<file path="config.mk">
export PLATFORM = sky130hd
export DESIGN_NAME = fetch_stage
export DESIGN_NICKNAME = d
export VERILOG_FILES = /design/src/rtl/fetch_stage.sv
export SDC_FILE = /design/constraint.sdc
export NUM_CORES = 1
export LEC_CHECK = 0
export ABC_AREA = 0
export CORE_ASPECT_RATIO = 0.5
export CORE_MARGIN = 4
export CORE_UTILIZATION = 45
export CTS_BUF_LIST = sky130_fd_sc_hd__clkbuf_8
export CTS_CLUSTER_SIZE = 25
export DETAILED_ROUTE_END_ITERATION = 7
export PLACE_DENSITY = 0.73
export RECOVER_POWER = 50
export SLEW_MARGIN = 10
export SYNTH_ARGS = -nofsm -noshare
export SYNTH_HDL_FRONTEND = slang
export SYNTH_SLANG_ARGS = --single-unit
</file>
<file path="constraint.sdc">
create_clock -name IF_CLK -period 2.6 [get_ports IF_CLK]
set_clock_uncertainty 0.15 [all_clocks]
set_input_delay 0.52 -clock IF_CLK [delete_from_list [all_inputs] [get_ports IF_CLK]]
set_output_delay 0.52 -clock IF_CLK [all_outputs]
set_load 0.02 [all_outputs]
</file>
<file path="src/rtl/fetch_stage.sv">
// Instruction-fetch stage: fetch PC, synchronous IMEM request, IF/ID register
// with a one-entry skid buffer, and redirect squash.
// Optional macro IF_MISALIGN_TRAP_EN: misaligned redirect targets raise a
// sticky MISALIGN flag and stop fetch; otherwise targets are word-aligned.
module fetch_stage #(
    parameter logic [31:0] RESET_PC = 32'h0000_0000
) (
    input  logic        IF_CLK,
    input  logic        IF_RST_N,
    input  logic [1:0]  PC_SOURCE,
    input  logic [31:0] JALR,
    input  logic [31:0] BRANCH,
    input  logic [31:0] JAL,
    input  logic        STALL,
    output logic [31:0] IMEM_ADDR,
    output logic        IMEM_RD_EN,
    input  logic [31:0] IMEM_DOUT,
    output logic [31:0] IR,
    output logic [31:0] PC_COUNT,
    output logic        IF_VALID,
    output logic        FLUSH,
    output logic        MISALIGN
);

    logic [31:0] pc_q, req_pc, skid_ir, skid_pc;
    logic [31:0] raw_tgt, target;
    logic        req_v, skid_v;
    logic        redirect, trap_hit, trapped, issue;

    assign redirect = (PC_SOURCE != 2'b00);

    // Redirect target select; JALR drops bit 0 like the ISA requires
    always_comb begin
        raw_tgt = pc_q;
        case (PC_SOURCE)
            2'b01:   raw_tgt = JALR & ~32'h1;
            2'b10:   raw_tgt = BRANCH;
            2'b11:   raw_tgt = JAL;
            default: raw_tgt = pc_q;
        endcase
    end

`ifdef IF_MISALIGN_TRAP_EN
    assign target   = raw_tgt;
    assign trap_hit = redirect && (raw_tgt[1:0] != 2'b00);
    assign trapped  = MISALIGN;

    // Sticky misalign flag, cleared only by reset
    always_ff @(posedge IF_CLK or negedge IF_RST_N) begin
        if (!IF_RST_N)
            MISALIGN <= 1'b0;
        else if (trap_hit)
            MISALIGN <= 1'b1;
    end
`else
    assign target   = raw_tgt & 32'hFFFF_FFFC;
    assign trap_hit = 1'b0;
    assign trapped  = 1'b0;
    assign MISALIGN = 1'b0;
`endif

    // No request while redirecting, stalled, or trapped; memory address is the fetch PC
    assign issue      = !redirect && !STALL && !trapped;
    assign IMEM_RD_EN = issue;
    assign IMEM_ADDR  = pc_q;

    // Fetch PC, in-flight request, skid buffer and IF/ID register
    always_ff @(posedge IF_CLK or negedge IF_RST_N) begin
        if (!IF_RST_N) begin
            pc_q     <= RESET_PC;
            req_v    <= 1'b0;
            req_pc   <= 32'h0;
            skid_v   <= 1'b0;
            skid_ir  <= 32'h0;
            skid_pc  <= 32'h0;
            IR       <= 32'h0;
            PC_COUNT <= 32'h0;
            IF_VALID <= 1'b0;
            FLUSH    <= 1'b0;
        end else if (redirect) begin
            // Squash everything younger, even under STALL; a trapping
            // target leaves the PC frozen
            if (!trapped && !trap_hit)
                pc_q <= target;
            req_v    <= 1'b0;
            skid_v   <= 1'b0;
            IF_VALID <= 1'b0;
            FLUSH    <= 1'b1;
        end else begin
            FLUSH <= 1'b0;
            if (issue) begin
                req_pc <= pc_q;
                req_v  <= 1'b1;
                pc_q   <= pc_q + 32'd4;
            end else begin
                req_v  <= 1'b0;
            end
            if (!STALL) begin
                // Skid holds the older word, so it drains first
                if (skid_v) begin
                    IR       <= skid_ir;
                    PC_COUNT <= skid_pc;
                    IF_VALID <= 1'b1;
                    skid_v   <= 1'b0;
                end else if (req_v) begin
                    IR       <= IMEM_DOUT;
                    PC_COUNT <= req_pc;
                    IF_VALID <= 1'b1;
                end else begin
                    IF_VALID <= 1'b0;
                end
                if (trapped)
                    IF_VALID <= 1'b0;
            end else if (req_v) begin
                // Memory word arriving during a stall parks in the skid
                skid_ir <= IMEM_DOUT;
                skid_pc <= req_pc;
                skid_v  <= 1'b1;
            end
        end
    end

endmodule

</file>
# == Word-level counts from Yosys, hierarchy flattened ==
# Cells that the tools add are included.
# totals
regBits,196
# op_classes
eq_ne,6
muxes,17
bitwise,2
n_reduce_logical,10
addsub,1
# op_table
op,count
32-bit 2-to-1 mux,6
32-bit case mux with 3 select lines,1
"32-bit by 3-bit adder with 32-bit output, second input constant",1
1-bit 2-to-1 mux,10
3-bit AND reduction,2
2-bit nonzero test,3
"2-bit == test, second input constant",2
"4-bit by 1-bit != test with 1-bit output, second input constant",1
2-bit AND reduction,2
"3-bit by 1-bit != test with 1-bit output, second input constant",1
"2-bit by 1-bit == test with 1-bit output, second input constant",1
1-bit logical NOT,2
"2-bit by 1-bit != test with 1-bit output, second input constant",1
1-bit inverter,2
1-bit logical AND,1

# == Logic depth before layout (Yosys ltp) ==
# Gate-level depths: netlist (run 1).
# depth
ltp_word,5
depth_mapped,8
ltp_nobuf,6

# == Worst setup path before layout (run 1) ==
# Ideal clock, no wire load.
# synth_path
kind,input -> output
startpoint,input port STALL
endpoint,output port IMEM_RD_EN
required_ns,1.930
setup_slack_ns,0.288
path_buffers,3
arrival_ns,1.642
path_stages,5
cell_sequence,clkbuf_1 -> nand2b_1 -> clkbuf_1 -> buf_1 -> inv_1
# synth_via
elab_chain_len,2
# synth_lines
item,line,text
start: declaration,14,"input logic STALL,"
1-bit logical NOT,--,
1-bit logical AND,63,assign issue = !redirect && !STALL && !trapped;
end: declaration,16,"output logic IMEM_RD_EN,"
# No other way between the ends.

# == Worst setup path after layout (run 1) ==
# layout_path
startpoint,input port PC_SOURCE[1]
endpoint,output port IMEM_RD_EN
# layout_via
elab_chain_len,3
# layout_lines
item,line,text
start: declaration,10,"input logic [1:0] PC_SOURCE,"
2-bit nonzero test,30,assign redirect = (PC_SOURCE != 2'b00);
1-bit logical NOT,63,
1-bit logical AND,63,
# No other way between the ends.

==> flow_metrics.env, run 1 <==
export IMPL_gr_total_overflow=0
export IMPL_area_growth_syn_to_layout_pct=36.71
export IMPL_p_leak_nw=4.903
export IMPL_worstSkewPairLatency_ns=0.44
export IMPL_critical_path_startpoint_type="input port"
export IMPL_antenna_left=0
export IMPL_vdd_ir_drop_worst_mv=0.3764
export IMPL_clkSlewWorstSetupHoldPaths_ns=0.09
export IMPL_grt_pass1_vias=6692
export IMPL_chipHeight_um=105.5
export IMPL_criticalPathCategory="input port to output pin"
export IMPL_finalSetupViolations=0
export IMPL_wl_um=22480
export IMPL_yosysTopAreaCell="sky130_fd_sc_hd__dfrtp_1"
export IMPL_timing_max_cap_violations=0
export IMPL_grt_util_all_layers_pct=20.85
export IMPL_worst_hold_slack_after_final_layout_ns=0.3608
export IMPL_drcViolationCount=0
export IMPL_die_area_sq_um=21400
export IMPL_final_weighted_congestion_of_routability_driven_global_placement=0.8533
export IMPL_arrival_time_at_the_worst_endpoint_ns=1.79
export IMPL_async_sr_flop_fraction_pct=100.0
export IMPL_num_antenna_cells=0
export IMPL_synthMuxAreaShare_pct=19.10
export IMPL_design_area_sq_um=11690
export IMPL_yosys_register_bits=188
export IMPL_clock_sinks=188
export IMPL_synth_adder_area_share_pct=0.8782
export IMPL_xor_xnor_portion_of_the_synthesized_cell_area_pct=1.127
export IMPL_grtUsageMet1_pct=30.11
export IMPL_ctsHtreeMaxLevel=4
export IMPL_synth_lib_cells_used_distinct=46
export IMPL_finalCriticalPeriod_ns=2.461
export IMPL_post_synth_inst_count=724
export IMPL_buffers_inserted_by_post_cts_timing_repair=0
export IMPL_cts_root_buffer="sky130_fd_sc_hd__clkbuf_8"
export IMPL_synth_top_cell_area_share_pct=55.04
export IMPL_number_of_antenna_violations_at_the_first_check_in_global_routing=0
export IMPL_tritoncts_clock_tree="yes"
export IMPL_synth_compound_gate_area_share_pct=11.30
export IMPL_fillers=1536
export IMPL_place_detailed_hpwl_um=16210
export IMPL_fmaxAchievable_mhz=406.4
export IMPL_fp_coreArea_sq_um=18520
export IMPL_cts_path_max_buffers=2
export IMPL_result_of_the_run="complete, no violations"
export IMPL_drt_first_pass_iters=5
export IMPL_placement_rows=35
export IMPL_grt_busiest_layer="met2"
export IMPL_numCtsBuffers=17
export IMPL_final_util_pct=63.09
export IMPL_ys_top_cells_by_area="sky130_fd_sc_hd__dfrtp_1 55%, sky130_fd_sc_hd__mux2_2 12%, sky130_fd_sc_hd__mux2i_1 7.4%, sky130_fd_sc_hd__a21oi_1 3.8%, sky130_fd_sc_hd__a222oi_1 3.5%"
export IMPL_worst_hold_startpoint="skid_pc[4]"
export IMPL_drt_vias_per_instance=5.487
export IMPL_detailedRoute_firstIterationViolations=589
export IMPL_cp_end_kind="output pin"
export IMPL_largest_family_of_logic_cells_by_synthesized_area="multiplexers"
export IMPL_cellPowerDensity_nw_per_um2=673.7
export IMPL_yosys_most_used_dff="sky130_fd_sc_hd__dfrtp_1"
export IMPL_synth_enable_flop_cells=0
export IMPL_synth_simple_gate_area_share_pct=9.251
export IMPL_post_drt_wl_per_cell_um=18.32
export IMPL_r2r_start="IMEM_ADDR[6]"
export IMPL_port_buffers=221
export IMPL_fin_setup_tns_ns=0
export IMPL_use_met2_pct=33.24
export IMPL_timing_max_transition_violations_final=0
export IMPL_report_final_hold_viol_count=0
export IMPL_final_layout_size_suffix_gt1_share_pct=18.29
export IMPL_worst_pin_slew_ns=1.306
export IMPL_ys_warn_count=0
export IMPL_grt_first_pass_wirelength_um=35850
export IMPL_die_width_um=202.9
export IMPL_max_fanout_on_critical_path=3
export IMPL_syn_avg_cell_area_sq_um=11.81
export IMPL_gr_usage_met3_pct=3.228
export IMPL_place_area_sq_um=11340
export IMPL_initial_utilization_pct=46.15
export IMPL_period_utilization_pct=94.64
export IMPL_dr_total_vias=6733
export IMPL_final_common_cell="sky130_fd_sc_hd__clkdlybuf4s50_1"
export IMPL_timing_critical_path_from="PC_SOURCE[1]"
export IMPL_max_slew_margin_rel_pct=12.96
export IMPL_ys_seq_area_share_pct=55.04
export IMPL_maximum_number_of_pins_on_one_net_before_global_route_repair=67
export IMPL_syn_area_sq_um=8548
export IMPL_layout_cells_most_common_list="207 x sky130_fd_sc_hd__clkdlybuf4s50_1, 187 x sky130_fd_sc_hd__dfrtp_1, 89 x sky130_fd_sc_hd__mux2_2, 75 x sky130_fd_sc_hd__nor2_1, 65 x sky130_fd_sc_hd__a21oi_1"
export IMPL_io_pin_count=233
export IMPL_class_of_the_worst_hold_path="flop to flop"
export IMPL_worst_endpoint_required_ns=1.93
export IMPL_finish_net_count=1094
export IMPL_rsz_0062_raised_after_global_routing="no"
## final cells by class
cell class	count	area, sq um	share of cell area (%)
timing repair buffer	269	2661	22.77
multi-input combinational	472	3602	30.82
inverter	7	26.28	0.2248
clock inverter	12	88.84	0.7602
sequential	188	4708	40.29
clock buffer	20	275.3	2.355
tap	259	324.1	2.773
## power by group
part | internal [mW] | switching (mW)
logic | 1.15 | 1.05
clock network | 0.749 | 1.06
registers | 3.49 | 0.369
total | 5.39 | 2.48
## synth_stat cells (all sizes together), types with 5 or more instances
master and instances:
clkbuf 42, buf 19, o22ai 12, nand4 10, nand3 13, mux2 89
ha 6, dfrtp 188, inv 7, o221ai 5, nor4 5, a222oi 30
or4 10, nand2b 7, mux2i 63, o211ai 12, and3 5, nand2 15
nor2 76, xor2 6, a21oi 65, xnor2 5
## cell families (layout without fill, tap and decap cells)
family / count (synthesis) / count (layout)
fa+ha+maj: 6 / 6
flops: 188 / 188
simple gates: 157 / 157
other cells: 1 / 5
compound gates: 141 / 141
mux: 152 / 152
xor+xnor: 11 / 11
buf+inv: 68 / 308
## worst paths after layout
check	cells past startpoint	slack, ns	end
worst max-delay path	6	0.14	IMEM_RD_EN
worst min-delay path	1	0.36	skid_pc[4]
worst max register to register	5	0.31	IMEM_ADDR[29]
worst min register to register	1	0.36	skid_pc[4]
max in group asynchronous	3	0.34	req_pc[21]
min in group asynchronous	2	0.74	IMEM_ADDR[8]
## registers in the layout (all words and copies together), names as in the netlist
signal / cells
IR: 32
skid_ir: 32
IMEM_ADDR: 30
PC_COUNT: 30
req_pc: 30
skid_pc: 30
FLUSH: 1
IF_VALID: 1
req_v: 1
skid_v: 1
## worst max-delay path: stages
cell and delay [ns]:
sky130_fd_sc_hd__clkdlybuf4s50_1 0.42, sky130_fd_sc_hd__inv_1 0.11, sky130_fd_sc_hd__ha_1 0.19, sky130_fd_sc_hd__nand2b_2 0.09
sky130_fd_sc_hd__inv_1 0.11, sky130_fd_sc_hd__dlygate4sd2_1 0.35
## metal layers
layer,vias to the layer above,wire [um]
met4,0,258
met5,-,0
li1,3147,-
met3,24,1226
met1,3364,10140
met2,198,10860
## what timing repair did
action / 4_1_cts / 5_1_grt
gates resized for setup: 1 / 0
endpoints found under the setup margin: 1 / 0
endpoints found under the hold margin: 51 / 0
hold buffers: 1 / 0
## stage by stage
step                      cells  setup slack, ns  power [mW]
after floorplan             728           0.2882       4.931
final                      1227           0.1392       7.873
after global placement     1194          -0.1413       6.075
after detailed placement   1194          -0.1405       6.165
after global routing       1227          0.02556       8.302
after CTS                  1227           0.1315       7.978
(Power assumes the default switching activity.)
==> run 2: changes to the inputs <==
--- a/config.mk
+++ b/config.mk
@@ -12,9 +12,11 @@
 export CTS_BUF_LIST = sky130_fd_sc_hd__clkbuf_8
 export CTS_CLUSTER_SIZE = 25
 export DETAILED_ROUTE_END_ITERATION = 7
+export GPL_TIMING_DRIVEN = 0
 export PLACE_DENSITY = 0.73
 export RECOVER_POWER = 50
 export SLEW_MARGIN = 10
 export SYNTH_ARGS = -nofsm -noshare
 export SYNTH_HDL_FRONTEND = slang
 export SYNTH_SLANG_ARGS = --single-unit
+export TNS_END_PERCENT = 20
==> run 2 against run 1 <==
Against the previous run: the run now ends with negative setup slack left; design area shrank 1.2%; clock power about the same; sequential power barely moved; die area unchanged; via count grew 2.7%; sequential cell count unchanged; critical endpoint is now IMEM_ADDR[23]; sequential share of layout area up 0.47 points; total power fell by 0.13%; fmax shrank 6.5%; register-to-register slack lost 0.17 ns; clock-buffer cell count fell by 3.
==> flow_metrics.env, run 2 (synthesis results as in run 1) <==
export IMPL_initial_utilization_pct=46.15
export IMPL_worst_pin_slew_ns=1.285
export IMPL_grt_busiest_layer="met2"
export IMPL_fp_coreArea_sq_um=18520
export IMPL_grtUsageMet1_pct=30.79
export IMPL_final_util_pct=62.32
export IMPL_timing_max_transition_violations_final=0
export IMPL_power_frac_clock_pct=23.4
export IMPL_die_area_sq_um=21400
export IMPL_num_antenna_cells=0
export IMPL_sequential_cell_area_sq_um=4705
export IMPL_report_final_hold_viol_count=0
export IMPL_place_area_sq_um=11130
export IMPL_final_weighted_congestion_of_routability_driven_global_placement=0.8372
export IMPL_grt_pass1_vias=6937
export IMPL_internal_mw=5.295
export IMPL_result_of_the_run="finished, violations left"
export IMPL_critical_path_startpoint_type="input port"
export IMPL_fillers=1538
export IMPL_timing_max_cap_violations=0
export IMPL_power_share_sequential_pct=49.4
export IMPL_drcViolationCount=0
export IMPL_tritoncts_clock_tree="yes"
export IMPL_swShare_pct=32.65
export IMPL_total_switching_power_mw=2.567
export IMPL_fmaxAchievable_mhz=379.8
export IMPL_clock_sinks=188
export IMPL_place_detailed_hpwl_um=17550
export IMPL_p_leak_nw=4.817
export IMPL_finish_net_count=1108
export IMPL_detailedRoute_firstIterationViolations=691
export IMPL_grt_first_pass_wirelength_um=38080
export IMPL_cellPowerDensity_nw_per_um2=681.1
export IMPL_regToRegSetupSlack_ns=0.14
export IMPL_grt_util_all_layers_pct=22.39
export IMPL_wl_um=23960
export IMPL_final_common_cell="sky130_fd_sc_hd__clkdlybuf4s50_1"
export IMPL_rsz_0062_raised_after_global_routing="yes"
export IMPL_layout_top_registers="IR: 32 flops, skid_ir: 32 flops"
export IMPL_placement_rows=35
export IMPL_area_growth_syn_to_layout_pct=35.04
export IMPL_layout_cells_most_common_list="199 x sky130_fd_sc_hd__clkdlybuf4s50_1, 188 x sky130_fd_sc_hd__dfrtp_1, 89 x sky130_fd_sc_hd__mux2_2, 75 x sky130_fd_sc_hd__nor2_1, 65 x sky130_fd_sc_hd__a21oi_1"
export IMPL_clkSlewWorstSetupHoldPaths_ns=0.10
export IMPL_ctsHtreeMaxLevel=4
export IMPL_cp_end_kind="flop"
export IMPL_dr_total_vias=6915
export IMPL_chipHeight_um=105.5
export IMPL_numCtsBuffers=17
export IMPL_finalCriticalPeriod_ns=2.633
export IMPL_cts_path_max_buffers=2
export IMPL_maximum_number_of_pins_on_one_net_before_global_route_repair=96
export IMPL_worst_slack_ns=-0.03301
export IMPL_gr_usage_met3_pct=4.888
export IMPL_vdd_ir_drop_worst_mv=0.3923
export IMPL_die_width_um=202.9
export IMPL_use_met2_pct=36.42
export IMPL_fraction_of_power_consumed_by_combinational_cells_pct=27.2
export IMPL_gr_total_overflow=0
export IMPL_class_of_the_worst_hold_path="flop to flop"
export IMPL_total_power_mw=7.863
export IMPL_io_pin_count=233
export IMPL_period_utilization_pct=101.3
export IMPL_cts_root_buffer="sky130_fd_sc_hd__clkbuf_8"
export IMPL_number_of_antenna_violations_at_the_first_check_in_global_routing=0
export IMPL_design_area_sq_um=11540
export IMPL_buffers_inserted_by_post_cts_timing_repair=0
export IMPL_post_drt_wl_per_cell_um=19.31
export IMPL_max_fanout_on_critical_path=10
export IMPL_antenna_left=0
export IMPL_worst_endpoint_required_ns=2.76
export IMPL_drt_first_pass_iters=7
export IMPL_finalSetupViolations=1
export IMPL_criticalPathCategory="input port to flop"
export IMPL_max_slew_margin_rel_pct=14.35
export IMPL_final_layout_size_suffix_gt1_share_pct=16.60
export IMPL_port_buffers=221
export IMPL_drt_vias_per_instance=5.572
export IMPL_multi_input_area_sq_um=3608
export IMPL_violations="negative setup slack"
export IMPL_arrival_time_at_the_worst_endpoint_ns=2.79
export IMPL_worstSkewPairLatency_ns=0.46
-- run 2: cell count changes in the layout (fill, tap and decap cells not counted), moves of 3 or more --
cell | before | now
sky130_fd_sc_hd__buf_1 | 0 | 3
sky130_fd_sc_hd__buf_12 | 7 | 1
sky130_fd_sc_hd__buf_2 | 1 | 6
sky130_fd_sc_hd__buf_4 | 37 | 5
sky130_fd_sc_hd__clkbuf_1 | 0 | 29
sky130_fd_sc_hd__clkbuf_2 | 1 | 16
sky130_fd_sc_hd__clkbuf_8 | 20 | 17
sky130_fd_sc_hd__clkdlybuf4s50_1 | 207 | 199
sky130_fd_sc_hd__dlygate4sd3_1 | 13 | 21
sky130_fd_sc_hd__inv_8 | 0 | 4
-- run 2: worst max-delay path, cell delays in order --
cell and delay (ns):
sky130_fd_sc_hd__clkdlybuf4s50_1 0.52, sky130_fd_sc_hd__inv_1 0.09, sky130_fd_sc_hd__ha_1 0.24, sky130_fd_sc_hd__clkbuf_1 0.23, sky130_fd_sc_hd__clkbuf_1 0.39, sky130_fd_sc_hd__a222oi_1 0.56, sky130_fd_sc_hd__o221ai_1 0.23
-- run 2: power by group through the flow --
stage	combinational [mW]	sequential [mW]	clock, mW
detailed placement	2.19	3.95	0
global route	2.30	3.96	2.00
floorplan	0.707	4.22	0
CTS	2.20	3.89	1.88
global placement	2.14	3.91	0
finish	2.14	3.88	1.84
-- run 2: final timing paths --
path | start | to | depth (start not counted)
max | PC_SOURCE[0] | IMEM_ADDR[23] | 7
min | skid_ir[15] | skid_ir[15] | 1
max reg2reg | IMEM_ADDR[10] | IMEM_ADDR[29] | 6
min reg2reg | skid_ir[15] | skid_ir[15] | 1
max in group asynchronous | IF_RST_N | skid_ir[9] | 3
min in group asynchronous | IF_RST_N | req_pc[7] | 2
-- run 2: metrics by stage --
stage	setup slack [ns]	setup TNS, ns	cells	hold WS [ns]
after floorplan	0.2882	0	728	0.07441
after global placement	-6.778	-1413.21	1208	0.3362
after detailed placement	-1.167	-153.05	1209	0.3438
after CTS	-0.1238	-0.1238	1241	0.3657
after global routing	-0.09513	-1.903	1241	0.3705
final	-0.03301	-0.03301	1241	0.3630
-- run 2: final cells by class --
class                           count  area share [%]
Sequential cell                   188           40.75
Timing Repair Buffer              223           19.36
Buffer                             60           2.439
Clock buffer                       17           2.027
Tap cell                          259           2.807
Clock inverter                     15           1.127
Inverter                            7          0.2276
Multi-Input combinational cell    472           31.26
-- run 2: timing repair --
action                     in CTS  in global routing
hold buffers                    1                  0
hold endpoints to repair       93                  0
gates resized for setup        25                  9
setup endpoints to repair     171                 71
-- run 2: routing by layer --
| metal | vias up | routed length (um) | part of all wire (%) |
|---|---|---|---|
| li1 | 3159 | - | - |
| met1 | 3455 | 10540 | 44 |
| met2 | 270 | 11340 | 47 |
| met3 | 31 | 1758 | 7.3 |
| met4 | 0 | 318 | 1.3 |
| met5 | - | 0 | 0 |
==> run 3: changes to the inputs <==
--- a/config.mk
+++ b/config.mk
@@ -19,4 +19,4 @@
 export SYNTH_ARGS = -nofsm -noshare
 export SYNTH_HDL_FRONTEND = slang
 export SYNTH_SLANG_ARGS = --single-unit
-export TNS_END_PERCENT = 20
+export TNS_END_PERCENT = 5
==> results of run 3 <==
Same layout as run 2: the final DEF is identical, and so are final timing and power.
Main changes from that run: number of gates resized after CTS 25 -> 23
